==> config.mk <==
export PLATFORM = sky130hd
export DESIGN_NAME = accumulate_round_saturate_flat
export DESIGN_NICKNAME = d
export VERILOG_FILES = /design/src/rtl/accumulate_round_saturate_if.sv /design/src/rtl/accumulate_round_saturate.sv /design/src/flat_wrapper.sv
export SDC_FILE = /design/constraint.sdc
export NUM_CORES = 1
export LEC_CHECK = 0
export BUFFER_PORTS_ARGS = -buffer_cell sky130_fd_sc_hd__buf_2
export CAP_MARGIN = 20
export CORE_UTILIZATION = 24
export CTS_BUF_LIST = sky130_fd_sc_hd__clkbuf_2 sky130_fd_sc_hd__clkbuf_4 sky130_fd_sc_hd__clkbuf_8
export DETAILED_ROUTE_END_ITERATION = 10
export SKIP_LAST_GASP = 1
export SYNTH_ARGS = -nofsm -noshare
export SYNTH_HDL_FRONTEND = slang
export SYNTH_SLANG_ARGS = --single-unit
==> constraint.sdc <==
create_clock -name clk -period 5.7 [get_ports clk]
set_clock_uncertainty 0.05 [all_clocks]
set_input_delay 0.57 -clock clk [delete_from_list [all_inputs] [get_ports clk]]
set_output_delay 0.57 -clock clk [all_outputs]
set_load 0.02 [all_outputs]
==> src/rtl/accumulate_round_saturate_if.sv <==
// Handshake bundle for accumulate_round_saturate: term input stream and rounded result stream.
// master = producer/consumer side, slave = the accumulator.
interface accumulate_round_saturate_if #(
  parameter int W = 16
);
  logic           in_valid;
  logic           in_ready;
  logic [2*W-1:0] in_data;
  logic [W-1:0]   in_bias;
  logic           out_valid;
  logic           out_ready;
  logic [W-1:0]   out_data;
  logic           out_sat;

  // Both sides follow valid/ready: a transfer happens on a rising edge where
  // valid && ready; the sender keeps payload stable while valid waits for ready.
  modport master (
    output in_valid, in_data, in_bias, out_ready,
    input  in_ready, out_valid, out_data, out_sat
  );

  modport slave (
    input  in_valid, in_data, in_bias, out_ready,
    output in_ready, out_valid, out_data, out_sat
  );
endinterface

==> src/rtl/accumulate_round_saturate.sv <==
// Sums K wide signed terms plus a bias, then rounds (ties toward +inf) and saturates
// the result back to a W-bit Q(I).(W-I) value presented on a valid/ready output.
module accumulate_round_saturate #(
  parameter int W = 16,
  parameter int I = 4,
  parameter int K = 4
) (
  input  logic                       clk,
  input  logic                       rst,
  accumulate_round_saturate_if.slave bus,
  output logic [1:0]                 o_dbg_state
);

  localparam int FS    = W - I;
  localparam int CW    = (K > 1) ? $clog2(K) : 1;
  localparam int ACC_W = 2 * W + $clog2(K) + 2;

  localparam logic [1:0] ST_ACCUM = 2'd0;
  localparam logic [1:0] ST_ROUND = 2'd1;
  localparam logic [1:0] ST_HOLD  = 2'd2;

  localparam logic [CW-1:0]          CNT_LAST = CW'(K - 1);
  localparam logic signed [ACC_W-1:0] HALF    = ACC_W'(1) << (FS - 1);

  logic [1:0]              r_state;
  logic [CW-1:0]           r_cnt;
  logic signed [ACC_W-1:0] r_acc;
  logic                    r_out_valid;
  logic [W-1:0]            r_out_data;
  logic                    r_out_sat;

  logic signed [ACC_W-1:0] w_term;
  logic signed [ACC_W-1:0] w_bias;
  logic signed [ACC_W-1:0] w_rnd;
  logic signed [ACC_W-1:0] w_r;
  logic                    w_fits;

  // The bias sits at W-I fractional bits; shifting aligns it with the 2(W-I) terms.
  assign w_term = ACC_W'($signed(bus.in_data));
  assign w_bias = ACC_W'($signed(bus.in_bias)) <<< FS;
  assign w_rnd  = r_acc + HALF;
  assign w_r    = w_rnd >>> FS;
  // The rounded value fits in W bits iff every bit above W-1 copies its sign bit.
  assign w_fits = (w_r[ACC_W-1:W-1] == {(ACC_W-W+1){w_r[W-1]}});

  always_ff @(posedge clk or negedge rst) begin
    if (!rst) begin
      r_state     <= ST_ACCUM;
      r_cnt       <= '0;
      r_acc       <= '0;
      r_out_valid <= 1'b0;
      r_out_data  <= '0;
      r_out_sat   <= 1'b0;
    end else begin
      case (r_state)
        ST_ACCUM: begin
          if (bus.in_valid) begin
            if (r_cnt == '0) r_acc <= w_bias + w_term;
            else             r_acc <= r_acc + w_term;
            if (r_cnt == CNT_LAST) begin
              r_cnt   <= '0;
              r_state <= ST_ROUND;
            end else begin
              r_cnt <= r_cnt + CW'(1);
            end
          end
        end
        ST_ROUND: begin
          if (w_fits) begin
            r_out_data <= w_r[W-1:0];
            r_out_sat  <= 1'b0;
          end else begin
            r_out_data <= w_r[ACC_W-1] ? {1'b1, {(W-1){1'b0}}} : {1'b0, {(W-1){1'b1}}};
            r_out_sat  <= 1'b1;
          end
          r_out_valid <= 1'b1;
          r_state     <= ST_HOLD;
        end
        ST_HOLD: begin
          if (bus.out_ready) begin
            r_out_valid <= 1'b0;
            r_acc       <= '0;
            r_state     <= ST_ACCUM;
          end
        end
        default: r_state <= ST_ACCUM;
      endcase
    end
  end

  assign bus.in_ready  = (r_state == ST_ACCUM);
  assign bus.out_valid = r_out_valid;
  assign bus.out_data  = r_out_data;
  assign bus.out_sat   = r_out_sat;
  assign o_dbg_state   = r_state;

endmodule

==> src/flat_wrapper.sv <==
// flat-port wrapper written by rule: the top's interface ports become plain ports
module accumulate_round_saturate_flat 
#(
  parameter int W = 16,
  parameter int I = 4,
  parameter int K = 4
)
  (clk, rst, o_dbg_state, bus_in_valid, bus_in_data, bus_in_bias, bus_out_ready, bus_in_ready, bus_out_valid, bus_out_data, bus_out_sat);
  accumulate_round_saturate_if #(.W(W)) bus_i ();
  input  logic clk;
  input  logic rst;
  output logic [1:0] o_dbg_state;
  input wire logic [$bits(bus_i.in_valid)-1:0] bus_in_valid;
  input wire logic [$bits(bus_i.in_data)-1:0] bus_in_data;
  input wire logic [$bits(bus_i.in_bias)-1:0] bus_in_bias;
  input wire logic [$bits(bus_i.out_ready)-1:0] bus_out_ready;
  output wire logic [$bits(bus_i.in_ready)-1:0] bus_in_ready;
  output wire logic [$bits(bus_i.out_valid)-1:0] bus_out_valid;
  output wire logic [$bits(bus_i.out_data)-1:0] bus_out_data;
  output wire logic [$bits(bus_i.out_sat)-1:0] bus_out_sat;
  assign bus_i.in_valid = bus_in_valid;
  assign bus_i.in_data = bus_in_data;
  assign bus_i.in_bias = bus_in_bias;
  assign bus_i.out_ready = bus_out_ready;
  assign bus_in_ready = bus_i.in_ready;
  assign bus_out_valid = bus_i.out_valid;
  assign bus_out_data = bus_i.out_data;
  assign bus_out_sat = bus_i.out_sat;
  accumulate_round_saturate #(.W(W), .I(I), .K(K)) u_core (.clk(clk), .rst(rst), .bus(bus_i), .o_dbg_state(o_dbg_state));
endmodule
After elaboration in Yosys (flattened, before gate mapping)

Cells that the tools add are included.

RAM bits: 0
Logic and storage cells: 39
Bits in latches: 0
ROM bits: 0
Memories: 0
Input port bits: 52
Register bits after elaboration: 58
Output and inout port bits: 21

Shift-type cells: 0
Bitwise gates (word level): 0
Div/mod/pow operators: 0
Reductions and logical operators: 8
Multipliers: 0
$add $sub $neg: 4
$lt $le $gt $ge: 0
Equality and inequality tests: 7
Mux-type cells: 14

Operators with widths:

| cell                                                              | count |
|---|---|
| 36-bit 2-to-1 mux                                                 | 3 |
| 36-bit one-hot mux with 2 select lines                            | 1 |
| 36-bit by 13-bit adder with 36-bit output (second input constant) | 1 |
| 36-bit by 32-bit adder with 36-bit output                         | 1 |
| 28-bit by 32-bit adder with 33-bit output                         | 1 |
| 16-bit 2-to-1 mux                                                 | 2 |
| 20-bit == test                                                    | 1 |
| 2-bit 2-to-1 mux                                                  | 4 |
| 2-bit one-hot mux with 3 select lines                             | 1 |
| 3-bit AND reduction                                               | 2 |
| 2-bit == test (second input constant)                             | 2 |
| 2-bit logical NOT                                                 | 2 |
| 2-bit != test (second input constant)                             | 2 |
| 2-bit AND reduction                                               | 2 |
| 2-bit nonzero test                                                | 2 |
| 2-bit by 1-bit adder with 2-bit output (second input constant)    | 1 |
| 2-bit by 1-bit == test with 1-bit output (second input constant)  | 1 |
| 1-bit 2-to-1 mux                                                  | 2 |
| 2-bit by 1-bit != test with 1-bit output (second input constant)  | 1 |
| 1-bit one-hot mux with 2 select lines                             | 1 |

Depth between registers and ports, before layout

Depth in word-level cells: 4
Gate-level depth with buffers: 13

Least setup slack after synthesis

OpenSTA, ideal clock, no wires.

Path type: input -> register
Start: input bus_in_data[0]
End: register u_core.r_acc[28]
Stages: 12
Slack: 2.622 ns
Arrival time: 2.902 ns
Path through: ha_1 inv_1 fa_1 nor2b_1 o31a_1 o41a_1 a21o_1 a211oi_2 o31ai_1 a31o_1 xor2_1 a221o_1

Cells in the longest elaborated chain, start to end: 4

RTL lines:

| item                                                                                                   | line                                                             | source |
|---|---|---|
| start, declared                                                                                        | flat_wrapper.sv:14                                               | `input wire logic [$bits(bus_i.in_data)-1:0] bus_in_data;` |
| 36-bit by 32-bit adder with 36-bit output or 28-bit by 32-bit adder with 33-bit output (tied branches) | accumulate_round_saturate.sv:59, accumulate_round_saturate.sv:58 |  |
| 36-bit 2-to-1 mux *                                                                                    | accumulate_round_saturate.sv:58                                  | `if (r_cnt == '0) r_acc <= w_bias + w_term;` |
| 36-bit 2-to-1 mux *                                                                                    | accumulate_round_saturate.sv:57                                  | `if (bus.in_valid) begin` |
| 36-bit one-hot mux with 2 select lines *                                                               | accumulate_round_saturate.sv:55                                  | `case (r_state)` |
| end signal, assigned                                                                                   | accumulate_round_saturate.sv:58                                  |  |
| end signal, assigned                                                                                   | accumulate_round_saturate.sv:59                                  | `else r_acc <= r_acc + w_term;` |
| end, declared                                                                                          | accumulate_round_saturate.sv:27                                  | `logic signed [ACC_W-1:0] r_acc;` |

Every way passes the cells marked *; elsewhere a longest branch is shown, timed or not. The select of a mux whose other input is x is not followed.
A chain may end at the register's enable or synchronous reset.

Worst setup path in the final report

Start: input bus_in_data[12]
End: register u_core.r_acc[33]

Same word-level chain as after synthesis.

==> impl_metrics.tcl <==
set metrics [dict create \
    critPathRequiredTime_ps 5920 \
    reg2reg_depth 12 \
    nets 881 \
    maxSlewHeadroom_pct 32.9 \
    crit_slowest_cell "a311oi_1" \
    syn_inst 715 \
    hold_violations 0 \
    place.port_buffers 72 \
    clockBufferDepth 2 \
    grt_max_degree 59 \
    reg2reg_from "u_core.r_acc[0]" \
    cts.reportedPaths.clkPinSlew_ps 80 \
    gr-total-overflow 0 \
    clkLatencyLatePin_ps 370 \
    p_int_mw 1.71 \
    num_io_pins 73 \
    cts.sinks 58 \
    grt_pass1_wl_um 27500 \
    antenna_found_initial 0 \
    r2r_end "u_core.r_acc[28]" \
    power_density_mw_per_mm2 505 \
    fmax_mhz 298 \
    ant_nets 0 \
    ys_ff_latch 58 \
    dp_hpwl_um 13100 \
    critPathMaxFanout 4 \
    worst_slew_pin_slew_ps 1010 \
    drive_gt1_share_pct 13.1 \
    r2r_setup_slack_ps 2450 \
    num-fill-cells 2583 \
    vias 5520 \
    drt_pass1_iterations 5 \
    cp_common_cell "a21oi_1" \
    ys.warnings.count 0 \
    n_antenna_cell 0 \
    p_leak_nw 2.94 \
    regArea_mm2 0.00145 \
    syn_avg_cell_area_um2 8.07 \
    dieHeight_um 157 \
    yosysUniqueCellTypes 65 \
    power_mw 3.35 \
    cp-start-kind "input pin" \
    cts_hold_buf 0 \
    rows 56 \
    totalNegativeSetupSlack_ps 0 \
    hold-worst-slack_ps 318 \
    cap_violations 0 \
    grt_pass1_vias 5266 \
    die_w_um 157 \
    globalplace.congestion 0.846 \
    design.die.area_mm2 0.0247 \
    via_per_inst 5.06 \
    power_frac_clock_pct 13.3 \
    root_buffer "clkbuf_8" \
    syn_nets 827 \
    combPwrFrac_pct 61.0 \
    status "finished, final reports clean" \
    track_usage_pct 14.5 \
    cts_resized 0 \
    path_cells "buf_2, ha_1, inv_1, fa_1, nand2b_1, a21oi_1, a21oi_1, a311oi_1, a221o_1, a21oi_1, o21ai_0, o21ai_0, and3b_1" \
    drt_iter0_drc 325 \
    worstSetupEndpointType "register" \
    mostFrequentLayoutCell "a21oi_1" \
    routed_wl_um 17100 \
    cts_tree "built" \
    max_stage_delay_ps 470 \
    layout_min_cycle_time_ps 3350 \
    slew_viol_final 0 \
    seq_area_frac_synth_pct 25.1 \
    multi_input_area_mm2 0.00407 \
    p_switching_mw 1.63 \
    pwr-share-seq_pct 25.8 \
    syn2layout_area_growth_pct 14.7 \
    cts_htree_levels 3 \
    core_area_mm2 0.0235 \
    ir_drop_mv 0.195 \
    drcViolationCount 0 \
    critPathArrivalTime_ps 3570 \
    swShare_pct 48.8 \
    synth_area_mm2 0.00577 \
    synth_flop_cell "dfrtp_1" \
    wl_per_cell_um 15.7 \
    synth_edf_count 0 \
    setup_viol 0 \
    period_share_pct 58.8 \
    crit_type "in2reg" \
    start_util_pct 24.5 \
    final_cell_mix "73 x a21oi_1, 72 x buf_2, 67 x nand2_1, 62 x o21ai_0" \
    rsz0062_at_grt "no" \
    cts_setup_buffers 0 \
    fin_util_pct 28.1 \
    min_path_type "in2async" \
    cts_made_buffers 9 \
    synthArstFlopShare_pct 100 \
]
-- flip-flops by register name, indices dropped and copies added, names as in the netlist --
register	cells
u_core.bus.out_data	16
u_core.bus.out_valid	1
u_core.o_dbg_state	2
u_core.bus.out_sat	1
u_core.r_cnt	2
u_core.r_acc	36
-- synth_stat cells (3+ instances only) --
cell	instances	area [um^2]
a21oi_1	73	365
nand2_1	67	251
o21ai_0	62	310
dfrtp_1	58	1450
ha_1	58	726
nor2_1	39	146
xnor2_1	32	280
inv_1	28	105
xor2_1	28	245
clkbuf_1	25	93.8
nand3_1	22	110
a21o_1	20	150
o31ai_1	19	143
nand2b_1	15	93.8
nor3_1	14	70.1
and3_1	13	81.3
a22oi_1	12	90.1
o21a_1	11	82.6
o21bai_1	9	67.6
nand4_1	8	50.1
a31oi_1	7	43.8
or3_1	7	43.8
mux2i_1	6	60.1
nor2b_1	6	37.5
a221oi_1	4	35.0
a311oi_1	4	35.0
and2_1	4	25.0
o31a_1	4	35.0
a221o_1	3	30.0
a22o_1	3	26.3
nor3b_1	3	22.5
o211ai_1	3	22.5
-- metal layers --
layer / vias to the layer above / part of all wire (%) / global-route usage, %
li1: 2750 / - / -
met1: 2585 / 49 / 19.9
met2: 160 / 43 / 22.3
met3: 25 / 5.2 / 2.53
met4: 0 / 2.5 / 5.50
met5: - / 0 / 0
-- cell type report --
type,count,area share (%)
clock inverters,3,0.982
clock buffers,11,2.19
inverters,28,1.59
flip-flops and latches,58,21.9
multi-input cells,596,61.4
repair buffers,76,5.89
well taps,319,6.03
-- worst max-delay path: cells and delay by family --
| kind | cells | cell delay, ps |
|---|---|---|
| AO/OA/AOI/OAI | 7 | 1870 |
| adder cells (fa/ha/maj) | 2 | 560 |
| buffers and inverters | 2 | 140 |
| AND/OR/NAND/NOR | 2 | 430 |
-- power by group through the flow --
stage	Combinational, mW	Sequential [mW]	Clock (mW)
after floorplan	1.52	0.833	0
after global placement	2.00	0.856	0
after detailed placement	2.02	0.862	0
after CTS	2.03	0.855	0.451
after global routing	2.30	0.890	0.470
final	2.04	0.862	0.444
-- worst max-delay path by stage --
stage | slack [ps] | end | start
2_1_floorplan | 2620 | u_core.r_acc[28] | bus_in_data[0]
3_3_place_gp | 2020 | u_core.r_acc[33] | bus_in_data[12]
3_5_place_dp | 1990 | u_core.r_acc[33] | bus_in_data[12]
4_1_cts | 2400 | u_core.r_acc[33] | bus_in_data[12]
5_1_grt | 2050 | u_core.r_acc[33] | bus_in_data[12]
6_report | 2350 | u_core.r_acc[33] | bus_in_data[12]
-- kinds of logic after synthesis --
family,count (synthesis),synth area share (%)
adder cells (fa/ha/maj),60,13.3
multiplexers,8,1.43
buffers and inverters,61,4.40
AND/OR/NAND/NOR,212,18.2
flip-flops,58,25.1
XOR/XNOR,60,9.10
AO/OA/AOI/OAI,256,28.5
-- per-stage QoR --
| stage | instance area, um^2 | setup WS [ps] | std cells |
|---|---|---|---|
| 6_report | 6620 | 2350 | 1091 |
| 5_1_grt | 6620 | 2050 | 1091 |
| 4_1_cts | 6620 | 2400 | 1091 |
| 3_5_place_dp | 6410 | 1990 | 1077 |
| 3_3_place_gp | 6410 | 2020 | 1077 |
| 2_1_floorplan | 5770 | 2620 | 715 |
Power figures use the tool's default switching activity.
